--- config.mk ---
export PLATFORM = sky130hd
export DESIGN_NAME = uart_tx_fifo_flat
export DESIGN_NICKNAME = d
export VERILOG_FILES = /design/src/rtl/uart_tx_fifo_if.sv /design/src/rtl/uart_tx_fifo.sv /design/src/flat_wrapper.sv
export SDC_FILE = /design/constraint.sdc
export NUM_CORES = 1
export LEC_CHECK = 0
export CAP_MARGIN = 20
export CORE_UTILIZATION = 55
export DETAILED_ROUTE_END_ITERATION = 8
export GPL_TIMING_DRIVEN = 0
export PLACE_DENSITY = 0.75
export SLEW_MARGIN = 20
export SYNTH_ARGS = -nofsm -noshare
export SYNTH_HDL_FRONTEND = slang
export SYNTH_SLANG_ARGS = --single-unit
--- constraint.sdc ---
create_clock -name CLOCK_50 -period 3.25 [get_ports CLOCK_50]
set_input_delay 0.975 -clock CLOCK_50 [delete_from_list [all_inputs] [get_ports CLOCK_50]]
set_output_delay 0.975 -clock CLOCK_50 [all_outputs]
set_load 0.03 [all_outputs]
--- src/rtl/uart_tx_fifo_if.sv ---
// Byte handshake between a producer and the UART transmitter FIFO.
// The producer drives in_data/in_valid; the transmitter answers with in_ready.
interface uart_tx_fifo_if;
  logic [7:0] in_data;
  logic       in_valid;
  logic       in_ready;

  modport master (output in_data, output in_valid, input in_ready);
  modport slave  (input in_data, input in_valid, output in_ready);
endinterface

--- src/rtl/uart_tx_fifo.sv ---
// UART transmitter with a byte FIFO: start, 8 data bits LSB first, 1 or 2 stop bits.
// Define UART_TX_PARITY_EN to add an even-parity bit after the data bits.
module uart_tx_fifo #(
  parameter int CLKS_PER_BIT    = 434,
  parameter int FIFO_DEPTH_LOG2 = 4,
  parameter int STOP_BITS       = 1
) (
  input  logic                     CLOCK_50,
  input  logic                     reset,
  uart_tx_fifo_if.slave            host,
  output logic                     tx,
  output logic                     busy,
  output logic [FIFO_DEPTH_LOG2:0] fifo_count
);
  localparam int CNT_W = 11;
  localparam int DEPTH = 1 << FIFO_DEPTH_LOG2;
  localparam logic [CNT_W-1:0]           BIT_LAST  = CNT_W'(CLKS_PER_BIT - 1);
  localparam logic [CNT_W-1:0]           STOP_LAST = CNT_W'(STOP_BITS * CLKS_PER_BIT - 1);
  localparam logic [CNT_W-1:0]           CNT_INC   = CNT_W'(1);
  localparam logic [FIFO_DEPTH_LOG2:0]   FULL_CNT  = (FIFO_DEPTH_LOG2 + 1)'(DEPTH);
  localparam logic [FIFO_DEPTH_LOG2:0]   CNT_ONE   = (FIFO_DEPTH_LOG2 + 1)'(1);
  localparam logic [FIFO_DEPTH_LOG2-1:0] PTR_ONE   = FIFO_DEPTH_LOG2'(1);

  typedef enum logic [2:0] {
    IDLE,
    START,
    DATA,
`ifdef UART_TX_PARITY_EN
    PARITY,
`endif
    STOP
  } state_t;

  state_t                     state, state_nxt;
  logic [CNT_W-1:0]           cnt, cnt_nxt;
  logic [2:0]                 bit_idx, bit_nxt;
  logic                       tx_nxt;
  logic [7:0]                 mem [DEPTH];
  logic [FIFO_DEPTH_LOG2-1:0] wptr, rptr;
  logic [7:0]                 shift_p0;
  logic                       full, empty, push, pop, shift_en;
`ifdef UART_TX_PARITY_EN
  logic                       par_p0;
`endif

  assign full          = (fifo_count == FULL_CNT);
  assign empty         = (fifo_count == '0);
  assign host.in_ready = !full;
  assign push          = host.in_valid && !full;
  assign busy          = (state != IDLE) || !empty;

  // FIFO bookkeeping; a simultaneous push and pop leaves the count alone
  always_ff @(posedge CLOCK_50) begin
    if (reset) begin
      wptr       <= '0;
      rptr       <= '0;
      fifo_count <= '0;
    end else begin
      if (push) wptr <= wptr + PTR_ONE;
      if (pop)  rptr <= rptr + PTR_ONE;
      case ({push, pop})
        2'b10:   fifo_count <= fifo_count + CNT_ONE;
        2'b01:   fifo_count <= fifo_count - CNT_ONE;
        default: fifo_count <= fifo_count;
      endcase
    end
  end

  always_ff @(posedge CLOCK_50) begin
    if (push) mem[wptr] <= host.in_data;
  end

  always_comb begin
    state_nxt = state;
    cnt_nxt   = cnt + CNT_INC;
    bit_nxt   = bit_idx;
    tx_nxt    = tx;
    pop       = 1'b0;
    shift_en  = 1'b0;
    case (state)
      IDLE: begin
        cnt_nxt = '0;
        tx_nxt  = 1'b1;
        if (!empty) begin
          pop       = 1'b1;
          tx_nxt    = 1'b0;
          state_nxt = START;
        end
      end
      START: if (cnt == BIT_LAST) begin
        cnt_nxt   = '0;
        bit_nxt   = '0;
        tx_nxt    = shift_p0[0];
        state_nxt = DATA;
      end
      DATA: if (cnt == BIT_LAST) begin
        cnt_nxt = '0;
        if (bit_idx == 3'd7) begin
`ifdef UART_TX_PARITY_EN
          tx_nxt    = par_p0;
          state_nxt = PARITY;
`else
          tx_nxt    = 1'b1;
          state_nxt = STOP;
`endif
        end else begin
          // shift_p0[1] becomes the new LSB once the register shifts
          shift_en = 1'b1;
          tx_nxt   = shift_p0[1];
          bit_nxt  = bit_idx + 3'd1;
        end
      end
`ifdef UART_TX_PARITY_EN
      PARITY: if (cnt == BIT_LAST) begin
        cnt_nxt   = '0;
        tx_nxt    = 1'b1;
        state_nxt = STOP;
      end
`endif
      STOP: if (cnt == STOP_LAST) begin
        cnt_nxt = '0;
        if (!empty) begin
          pop       = 1'b1;
          tx_nxt    = 1'b0;
          state_nxt = START;
        end else begin
          tx_nxt    = 1'b1;
          state_nxt = IDLE;
        end
      end
      default: begin
        cnt_nxt   = '0;
        tx_nxt    = 1'b1;
        state_nxt = IDLE;
      end
    endcase
  end

  always_ff @(posedge CLOCK_50) begin
    if (reset) begin
      state   <= IDLE;
      cnt     <= '0;
      bit_idx <= '0;
      tx      <= 1'b1;
    end else begin
      state   <= state_nxt;
      cnt     <= cnt_nxt;
      bit_idx <= bit_nxt;
      tx      <= tx_nxt;
    end
  end

  // Popped byte lands in the shift register; parity is taken before any shifting
  always_ff @(posedge CLOCK_50) begin
    if (pop) begin
      shift_p0 <= mem[rptr];
`ifdef UART_TX_PARITY_EN
      par_p0   <= ^mem[rptr];
`endif
    end else if (shift_en) begin
      shift_p0 <= {1'b0, shift_p0[7:1]};
    end
  end
endmodule
--- src/flat_wrapper.sv ---
// flat-port wrapper written by rule: the top's interface ports become plain ports
module uart_tx_fifo_flat 
#(
  parameter int CLKS_PER_BIT    = 434,
  parameter int FIFO_DEPTH_LOG2 = 4,
  parameter int STOP_BITS       = 1
)
  (CLOCK_50, reset, tx, busy, fifo_count, host_in_data, host_in_valid, host_in_ready);
  uart_tx_fifo_if host_i ();
  input  logic CLOCK_50;
  input  logic reset;
  output logic tx;
  output logic busy;
  output logic [FIFO_DEPTH_LOG2:0] fifo_count;
  input wire logic [$bits(host_i.in_data)-1:0] host_in_data;
  input wire logic [$bits(host_i.in_valid)-1:0] host_in_valid;
  output wire logic [$bits(host_i.in_ready)-1:0] host_in_ready;
  assign host_i.in_data = host_in_data;
  assign host_i.in_valid = host_in_valid;
  assign host_in_ready = host_i.in_ready;
  uart_tx_fifo #(.CLKS_PER_BIT(CLKS_PER_BIT), .FIFO_DEPTH_LOG2(FIFO_DEPTH_LOG2), .STOP_BITS(STOP_BITS)) u_core (.CLOCK_50(CLOCK_50), .reset(reset), .host(host_i), .tx(tx), .busy(busy), .fifo_count(fifo_count));
endmodule
==> metrics.cfg, run 1 <==
[run_status]
status = complete, no violations

[global_routing]
grt_max_degree = 17
grt.total_usage = 0.2276
grt-ovfl-total = 0
grt_pass1_wl_mm = 21.33
antenna_found_initial = 0
grt_pass1_vias = 3710

[critical_path]
rrSetupSlack_ns = 0.10
start_kind = register
rr_worst_depth = 12
r2r_start = u_core.fifo_count[2]
critPathTopFamily = buffers and inverters
crit_fanout = 9
worstSetupEndpointType = output port
cp_cell_sequence = buf_2 -> nor4_2 -> nor2b_4 -> nand2_1 -> clkdlybuf4s50_1
arrival_ns = 2.19
critPathMaxStageDelay_ns = 0.61
r2r-end = u_core.fifo_count[4]
cp.required_ns = 2.27
cp_num_buf_inv = 2
critPathLaunch = u_core.fifo_count[2]
path_class = register to output port
crit_path_top_delay_cell = clkdlybuf4s50_1

[die]
start_util = 0.5651
ios = 19
coreArea_sq_um = 12670
die_area_sq_um = 13480
rows = 41
die_x_microns = 116.1
die_h_microns = 116.1

[clock_tree]
cts.htree.levels = 4
clockBufferDepth = 2
tritoncts = yes
clk-insertion-delay-late_ns = 0.43
cts_sinks = 170
path_clk_slew_ns = 0.07
cts_buffers = 17
cts_root_buffer = clkbuf_16

[placed_design]
port_buffers = 18
place_congestion = 0.8472
place.detailed.hpwl_mm = 8.974
pre_cts_slack_ns = -0.7977

[sta]
fin_hold_ws_ns = 0.4529
skew_ns = 0.009592
worst_pin_slew_ns = 1.038
maxSlewHeadroom = 0.3052
setup_ws_ns = 0.08794
fin_tns_setup_ns = 0
finalHoldViolCount = 0
fin_crit_ns = 3.162
rsz0062_at_grt = false
slew_viol_final = 0
setup_viol = 0
fmax_mhz = 316.3
timing.final.crit_share = 0.9729

[power]
p_sw_mw = 1.950
p_int_mw = 4.662
vdd_drop_max_uv = 472.7
p_clk_frac = 0.289
comb_power_share = 0.310
power_leakage_nw = 2.723
pwr-share-seq = 0.401
finalPower_mw = 6.612
swShare = 0.2949
power.density_nw_per_um2 = 805.9

[yosys]
ys_types = 53
seq_area_frac_synth = 0.6654
synth_largest_area_cell = edfxtp_1
syn_area_sq_um = 7161
syn_nets = 460
synth_top_area_frac = 0.5703
yosysWarnings = 0
syn_inst = 432
netlist_top_cells_area = edfxtp_1 57%, dfxtp_1 9.5%, mux4_2 8.2%
avgSynthCellArea_sq_um = 16.58
synth_seq_cells = 170

[min_path]
hold_class = register to register
min_from = u_core.cnt[0]
hold_end = u_core.cnt[0]
whs_path_depth = 1

[final_layout]
final_util = 0.6475
num_antenna_cells = 0
area_delta_synth_final_pct = 14.57
drive_above_1_share = 0.1918
nets = 500

[detailed_routing]
detail-route-antenna-nets = 0
wirelength_mm = 13.86
viasPerCell = 5.944
drt-pass1-iter-count = 5
vias = 3905
routedWlPerCell_microns = 21.10
drcViolationCount = 0
drt_iter0_markers = 412

[job]
maxCapViolations = 0

==> power by group through the flow <==
stage | sequential [mW] | clock (mW) | combinational, mW
floorplan | 2.71 | 0 | 1.41
global placement | 2.68 | 0 | 1.86
detailed placement | 2.69 | 0 | 1.91
CTS | 2.65 | 1.93 | 1.99
global route | 2.66 | 2.02 | 2.20
finish | 2.65 | 1.91 | 2.05
==> cells by family after synthesis <==
kind of cell | Yosys count | share of synthesized area
XOR/XNOR | 15 | 0.01835
buffers and inverters | 32 | 0.02429
AND/OR/NAND/NOR | 108 | 0.07409
flip-flops | 170 | 0.6654
multiplexers | 50 | 0.1515
adder cells (fa/ha/maj) | 17 | 0.02970
AO/OA/AOI/OAI | 40 | 0.03670
==> area by class of cell <==
cell class                 instances  area, sq um
clock buffer                      20        436.7
multi-input combinational        230         2271
fill                             875         4467
timing repair buffer              24        225.2
clock inverter                    12        117.6
buffer                            20        136.4
inverter                           9        33.78
tap                              172        215.2
sequential                       170         4768
==> synthesized netlist by cell type, drive strengths merged <==
master and number:
mux4 40, nand2b 4, nor4 1, o2111ai 1, nor3b 3, mux2i 3
a31o 3, a21o 2, o31ai 2, and3b 1, a21oi 11, o221ai 1
a211oi 4, nor4bb 1, nor3 7, and2 4, nor2b 2, and3 2
or2 1, nor2 42, a2111oi 1, o21ai 7, and4bb 2, or3 5
nand4 6, xor2 11, nand3 7, a31oi 2, dfxtp 34, buf 9
mux2 7, clkbuf 14, a41oi 2, xnor2 4, o22ai 1, a22oi 1
nand2 20, edfxtp 136, ha 17, inv 9, a22o 1, a21boi 1
==> placed cells by master (no fill, tap or decap), drive strengths merged, types with 2 or more instances in the layout <==
master / netlist / final
a211oi: 4 / 4
a21o: 2 / 2
a21oi: 11 / 11
a31o: 3 / 3
a31oi: 2 / 2
a41oi: 2 / 2
and2: 4 / 4
and3: 2 / 2
and4bb: 2 / 2
buf: 9 / 15
clkbuf: 14 / 31
clkdlybuf4s50: 0 / 18
clkinv: 0 / 6
dfxtp: 34 / 34
edfxtp: 136 / 136
ha: 17 / 17
inv: 9 / 13
mux2: 7 / 7
mux2i: 3 / 3
mux4: 40 / 40
nand2: 20 / 20
nand2b: 4 / 4
nand3: 7 / 7
nand4: 6 / 6
nor2: 42 / 42
nor2b: 2 / 2
nor3: 7 / 7
nor3b: 3 / 3
o21ai: 7 / 7
o31ai: 2 / 2
or3: 5 / 5
xnor2: 4 / 4
xor2: 11 / 11
==> state kept, by name, summed over array words and instances (netlist names), named ones only <==
name and cells:
u_core.cnt 11, u_core.wptr 4, u_core.state 2, u_core.shift_p0 8, u_core.bit_idx 3, u_core.fifo_count 5, u_core.tx 1, u_core.mem 128
u_core.rptr 4
==> repair_timing <==
| action | CTS | global route |
|---|---|---|
| hold buffers | 0 | 0 |
| buffers inserted | 2 | 4 |
| gates resized for setup | 8 | 4 |
| endpoints found under the setup margin | 3 | 1 |
| pin swaps | 1 | 4 |
==> worst max path at each step <==
stage | end | slack (ns) | cells after the start
6_report | busy | 0.09 | 5
5_1_grt | u_core.fifo_count[4] | 0.006 | 15
4_1_cts | u_core.fifo_count[4] | 0.03 | 12
3_5_place_dp | u_core.fifo_count[4] | -0.80 | 12
3_3_place_gp | u_core.fifo_count[4] | -0.72 | 12
2_1_floorplan | u_core.fifo_count[4] | 0.006 | 14
==> worst reg2reg max path: cells and delay by family, from the launching register on <==
kind	cells	cell delay [ns]
AND/OR/NAND/NOR	5	1.15
adder cells (fa/ha/maj)	2	0.61
buffers and inverters	2	0.29
AO/OA/AOI/OAI	3	0.67
flip-flops	1	0.32
==> per-layer routing <==
| metal | wire, microns | GRT usage | vias up | share of wire |
|---|---|---|---|---|
| li1 | - | - | 1765 | - |
| met1 | 6082 | 0.3162 | 1971 | 0.44 |
| met5 | 0 | 0 | - | 0 |
| met3 | 906 | 0.05449 | 17 | 0.065 |
| met4 | 184 | 0.08291 | 0 | 0.013 |
| met2 | 6689 | 0.3556 | 152 | 0.48 |
==> stage by stage <==
stage	area [sq um]	cells
2_1_floorplan	7163	432
3_3_place_gp	7559	622
3_5_place_dp	7579	622
4_1_cts	8170	654
5_1_grt	8204	657
6_report	8204	657
(Power assumes the default switching activity.)
==> inputs of run 2 (changes only) <==
--- a/config.mk
+++ b/config.mk
@@ -8,7 +8,6 @@
 export CAP_MARGIN = 20
 export CORE_UTILIZATION = 55
 export DETAILED_ROUTE_END_ITERATION = 8
-export GPL_TIMING_DRIVEN = 0
 export PLACE_DENSITY = 0.75
 export SLEW_MARGIN = 20
 export SYNTH_ARGS = -nofsm -noshare
==> metrics.cfg, run 2 (synthesis results as in run 1) <==
[run_status]
status = complete, no violations

[detailed_routing]
vias = 3916  ; +0.28%
drt_iter0_markers = 271  ; -34%
viasPerCell = 5.906  ; -0.63%
wirelength_mm = 13.02  ; -6.0%
detail-route-antenna-nets = 0  ; unchanged
routedWlPerCell_microns = 19.64  ; -6.9%
drt-pass1-iter-count = 5  ; unchanged
drcViolationCount = 0  ; unchanged

[power]
comb_power_share = 0.295  ; -0.015
p_clk_frac = 0.292  ; +0.003
finalPower_mw = 6.430  ; -2.7%
power.density_nw_per_um2 = 779.6  ; -3.3%
vdd_drop_max_uv = 377.9  ; -20%
swShare = 0.2894  ; -0.005457
p_int_mw = 4.569  ; -2.0%
pwr-share-seq = 0.413  ; +0.012
p_sw_mw = 1.861  ; -4.5%
power_leakage_nw = 2.793  ; +2.6%

[global_routing]
grt.total_usage = 0.2166  ; -0.01109
antenna_found_initial = 0  ; unchanged
grt_pass1_vias = 3825  ; +3.1%
grt_max_degree = 33  ; +16
grt_pass1_wl_mm = 20.82  ; -2.4%
grt-ovfl-total = 0  ; unchanged

[sta]
slew_viol_final = 0  ; unchanged
worst_pin_slew_ns = 0.6838  ; -0.3546 ns
fin_crit_ns = 3.061  ; -0.1013 ns
rsz0062_at_grt = false
timing.final.crit_share = 0.9418  ; -0.03116
maxSlewHeadroom = 0.5435  ; +0.2383
setup_viol = 0  ; unchanged
skew_ns = 0.008500  ; -0.001092 ns
fin_tns_setup_ns = 0  ; unchanged
fmax_mhz = 326.7  ; +3.3%
finalHoldViolCount = 0  ; unchanged

[final_layout]
top_regs = u_core.mem: 128 flops, u_core.cnt: 11 flops, u_core.shift_p0: 8 flops
design_area_sq_um = 8248  ; +0.53%
final_common_cell = edfxtp_1
largest_register = u_core.mem
fillCellCount = 858  ; -1.9%
final_util = 0.6509  ; +0.003456
area_delta_synth_final_pct = 15.18
largest_reg_flops = 128  ; unchanged
drive_above_1_share = 0.2118  ; +0.02006
final_cell_mix = 136 x edfxtp_1, 42 x nor2_1, 32 x dfxtp_1, 32 x buf_4, 26 x mux4_2
nets = 507  ; +1.4%
num_antenna_cells = 0  ; unchanged
fin_cells = 663  ; +0.91%

[min_path]
hold_end = u_core.bit_idx[2]
hold_class = register to register
whs_path_depth = 2  ; +1
min_from = u_core.bit_idx[2]

[critical_path]
arrival_ns = 3.38  ; +1.19 ns
path_class = register to register
worstSetupEndpointType = register
r2r_start = u_core.cnt[0]
cp.required_ns = 3.57  ; +1.30 ns
crit_fanout = 6  ; -3
rrSetupSlack_ns = 0.19  ; +0.09 ns
r2r-end = u_core.fifo_count[4]
rr_worst_depth = 12  ; unchanged
start_kind = register

[clock_tree]
clockBufferDepth = 2  ; unchanged
cts_sinks = 170  ; unchanged
path_clk_slew_ns = 0.07  ; about the same
cts_root_buffer = clkbuf_16
cts.htree.levels = 4  ; unchanged
post_cts_buffers = 0  ; -2
clk-insertion-delay-late_ns = 0.43  ; about the same
cts_buffers = 17  ; unchanged
tritoncts = yes

[placed_design]
place.detailed.hpwl_mm = 8.808  ; -1.9%
place_congestion = 0.8873  ; +4.7%
place_area_sq_um = 7679  ; +1.3%
placedCellCount = 632  ; +1.6%
port_buffers = 18  ; unchanged

[job]
maxCapViolations = 0  ; unchanged

[die]
die_area_sq_um = 13480  ; unchanged
die_h_microns = 116.1  ; unchanged
coreArea_sq_um = 12670  ; unchanged
die_x_microns = 116.1  ; unchanged
start_util = 0.5651  ; unchanged
rows = 41  ; unchanged
ios = 19  ; unchanged

[run 2: stage by stage]
stage	hold slack, ns	worst slack (ns)
after floorplan	0.4356	0.005670
after global placement	0.4435	-0.1207
after detailed placement	0.4577	-0.2335
after CTS	0.4660	0.01162
after global routing	0.4973	0.02863
final	0.4597	0.1892
[run 2: cell type report]
type,instances,area [sq um],share of cell area
sequential,170,4767,0.5780
inverter,9,33.78,0.004096
clock inverter,13,122.6,0.01487
timing repair buffer,51,442.9,0.05370
clock buffer,18,429.2,0.05203
multi-input combinational,230,2237,0.2712
tap,172,215.2,0.02609
[run 2: worst max path at each step]
| stage | from | to | slack (ns) |
|---|---|---|---|
| 6_report | u_core.cnt[0] | u_core.fifo_count[4] | 0.19 |
| 5_1_grt | u_core.cnt[0] | u_core.fifo_count[4] | 0.03 |
| 4_1_cts | u_core.fifo_count[0] | busy | 0.01 |
| 3_5_place_dp | host_in_valid | u_core.fifo_count[4] | -0.23 |
| 3_3_place_gp | host_in_valid | u_core.fifo_count[4] | -0.12 |
| 2_1_floorplan | u_core.fifo_count[2] | u_core.fifo_count[4] | 0.006 |
[run 2: worst max-delay path: stages, from the launching register on]
cell,delay [ns]
dfxtp_1,0.40
ha_1,0.19
and4bb_2,0.29
a41oi_2,0.13
nor3_2,0.23
ha_1,0.24
ha_1,0.31
nand2_1,0.11
nor3_1,0.07
a2111oi_1,0.35
a211oi_1,0.15
or3_1,0.31
and3b_1,0.17
[run 2: per-layer routing]
metal	routed length (microns)	track usage
met4	233	0.09231
met3	572	0.04255
met2	6655	0.3496
met1	5563	0.2908
met5	0	0
[run 2: timing repair]
item,CTS,global route
resized for setup,1,3
cloned,0,0
hold buffers,0,0
setup endpoints to repair,1,2
[run 2: power groups by stage]
stage	logic (mW)	clock network [mW]	registers, mW
floorplan	1.41	0	2.71
global placement	1.86	0	2.69
detailed placement	1.89	0	2.70
CTS	1.91	1.91	2.66
global route	2.07	1.99	2.67
finish	1.90	1.88	2.65
==> inputs of run 3 (changes only) <==
--- a/config.mk
+++ b/config.mk
@@ -6,6 +6,7 @@
 export NUM_CORES = 1
 export LEC_CHECK = 0
 export CAP_MARGIN = 20
+export CORE_MARGIN = 3
 export CORE_UTILIZATION = 55
 export DETAILED_ROUTE_END_ITERATION = 8
 export PLACE_DENSITY = 0.75
==> metrics.cfg, run 3 (synthesis results as in run 1) <==
[critical_path]
cp_num_buf_inv = 2  ; +2
cp_common_cell = ha_1
critPathTopFamily = simple AND/OR/NAND/NOR gates
path_depth = 11  ; -1
rr_worst_depth = 13  ; +1
start_kind = input pin
crit_fanout = 6  ; unchanged
worstSetupEndpointType = register
arrival_ns = 3.42  ; +0.04 ns
crit_path_top_delay_cell = clkdlybuf4s50_1
critPathLaunch = host_in_valid
cp_cell_sequence = clkdlybuf4s50_1 -> and2_1 -> inv_1 -> ha_1 -> ha_1 -> nand2_1 -> nor3_1 -> a2111oi_2 -> a211oi_1 -> o21ai_0 -> and3b_1
cp.required_ns = 3.57  ; about the same
path_class = input pin to register
critPathMaxStageDelay_ns = 0.49  ; +0.09 ns
r2r_start = u_core.cnt[1]

[sta]
worst_pin_slew_ns = 0.6038  ; -0.08003 ns
slew_viol_final = 0  ; unchanged
maxSlewHeadroom = 0.5969  ; +0.05343
fin_crit_ns = 3.104  ; +0.04327 ns
skew_ns = 0.008159  ; -0.0003406 ns
setup_viol = 0  ; unchanged
rsz0062_at_grt = false
fin_hold_ws_ns = 0.4567  ; -0.002931 ns
fmax_mhz = 322.2  ; -1.4%
fin_tns_setup_ns = 0  ; unchanged
timing.final.crit_share = 0.9551  ; +0.01331
finalHoldViolCount = 0  ; unchanged

[clock_tree]
clockBufferDepth = 2  ; unchanged
path_clk_slew_ns = 0.06  ; about the same
cts_root_buffer = clkbuf_16
post_cts_buffers = 0  ; unchanged
clk-insertion-delay-late_ns = 0.43  ; about the same
tritoncts = yes
cts_sinks = 170  ; unchanged
cts_buffers = 17  ; unchanged
cts.htree.levels = 4  ; unchanged

[final_layout]
largest_register = u_core.mem
num_antenna_cells = 0  ; unchanged
final_util = 0.6510  ; about the same
largest_reg_flops = 128  ; unchanged
nets = 510  ; +0.59%
final_common_cell = edfxtp_1
final_cell_mix = 136 x edfxtp_1, 42 x nor2_1, 35 x buf_4
area_delta_synth_final_pct = 15.20  ; about the same
top_regs = u_core.mem: 128 flops, u_core.cnt: 11 flops, u_core.shift_p0: 8 flops
drive_above_1_share = 0.2110  ; -0.0008593

[placed_design]
place.detailed.hpwl_mm = 8.900  ; +1.1%
place_congestion = 0.9490  ; +7.0%
port_buffers = 18  ; unchanged

[global_routing]
grt_pass1_vias = 3963  ; +3.6%
grt_max_degree = 30  ; -9.1%
grt_pass1_wl_mm = 22.13  ; +6.3%
grt.total_usage = 0.2095  ; -0.007063
antenna_found_initial = 1  ; +1
grt-ovfl-total = 0  ; unchanged

[job]
maxCapViolations = 0  ; unchanged

[power]
power_leakage_nw = 2.789  ; -0.15%
power.density_nw_per_um2 = 784.2  ; +0.59%
vdd_drop_max_uv = 418.5  ; +11%
finalPower_mw = 6.469  ; +0.60%

[die]
rows = 41  ; unchanged
coreArea_sq_um = 12670  ; unchanged
die_h_microns = 120.1  ; +3.4%
start_util = 0.5651  ; unchanged
die_area_sq_um = 14420  ; +7.0%
ios = 19  ; unchanged
die_x_microns = 120.1  ; +3.4%

[detailed_routing]
drt-pass1-iter-count = 7  ; +2
drt_iter0_markers = 374  ; +38%
wirelength_mm = 14.06  ; +7.9%
vias = 4000  ; +2.1%
detail-route-antenna-nets = 0  ; unchanged
routedWlPerCell_microns = 21.14  ; +7.6%
viasPerCell = 6.015  ; +1.8%
drcViolationCount = 0  ; unchanged

[run_status]
status = complete, no violations

[min_path]
min_from = u_core.bit_idx[1]
hold_class = register to register
whs_path_depth = 2  ; unchanged

## run 3: power breakdown
part           switching, mW  internal (mW)
sequential             0.136           2.56
combinational          0.977          0.966
clock                  0.795           1.03
## run 3: repair_timing
action                                  CTS  global route
hold buffers                              0             0
endpoints found under the setup margin    1             2
pin swaps                                 0             0
resized for setup                         1             3
## run 3: per-layer routing
layer / GRT usage / vias to the layer above / routed length (microns)
met3: 0.05467 / 38 / 916
li1: - / 1789 / -
met5: 0 / - / 13
met4: 0.09592 / 2 / 338
met1: 0.2741 / 1998 / 5904
met2: 0.3319 / 173 / 6881
## run 3: per-stage QoR
stage	cell area, sq um	instances	setup WS, ns
2_1_floorplan	7163	432	0.005670
3_3_place_gp	7701	635	-0.1139
3_5_place_dp	7701	635	-0.3604
4_1_cts	8240	665	0.01012
5_1_grt	8249	665	0.01710
6_report	8249	665	0.1459
## run 3: final cells by class
| class | instances | area [sq um] |
|---|---|---|
| repair buffers | 54 | 465.4 |
| well taps | 172 | 215.2 |
| clock inverters | 13 | 107.6 |
| fillers | 875 | 4422 |
| flip-flops and latches | 170 | 4767 |
| multi-input cells | 230 | 2235 |
| inverters | 9 | 33.78 |
| clock buffers | 17 | 425.4 |
## run 3: worst paths after layout
check	end	slack, ns
worst min-delay path	u_core.bit_idx[1]	0.46
worst max-delay path	u_core.fifo_count[4]	0.15
worst max register to register	u_core.fifo_count[4]	0.16
worst min register to register	u_core.bit_idx[1]	0.46
## run 3: tightest hold or removal path: stages, from the launching register on
cell	delay, ns
dfxtp_1	0.31
nand2_1	0.05
a21oi_1	0.05
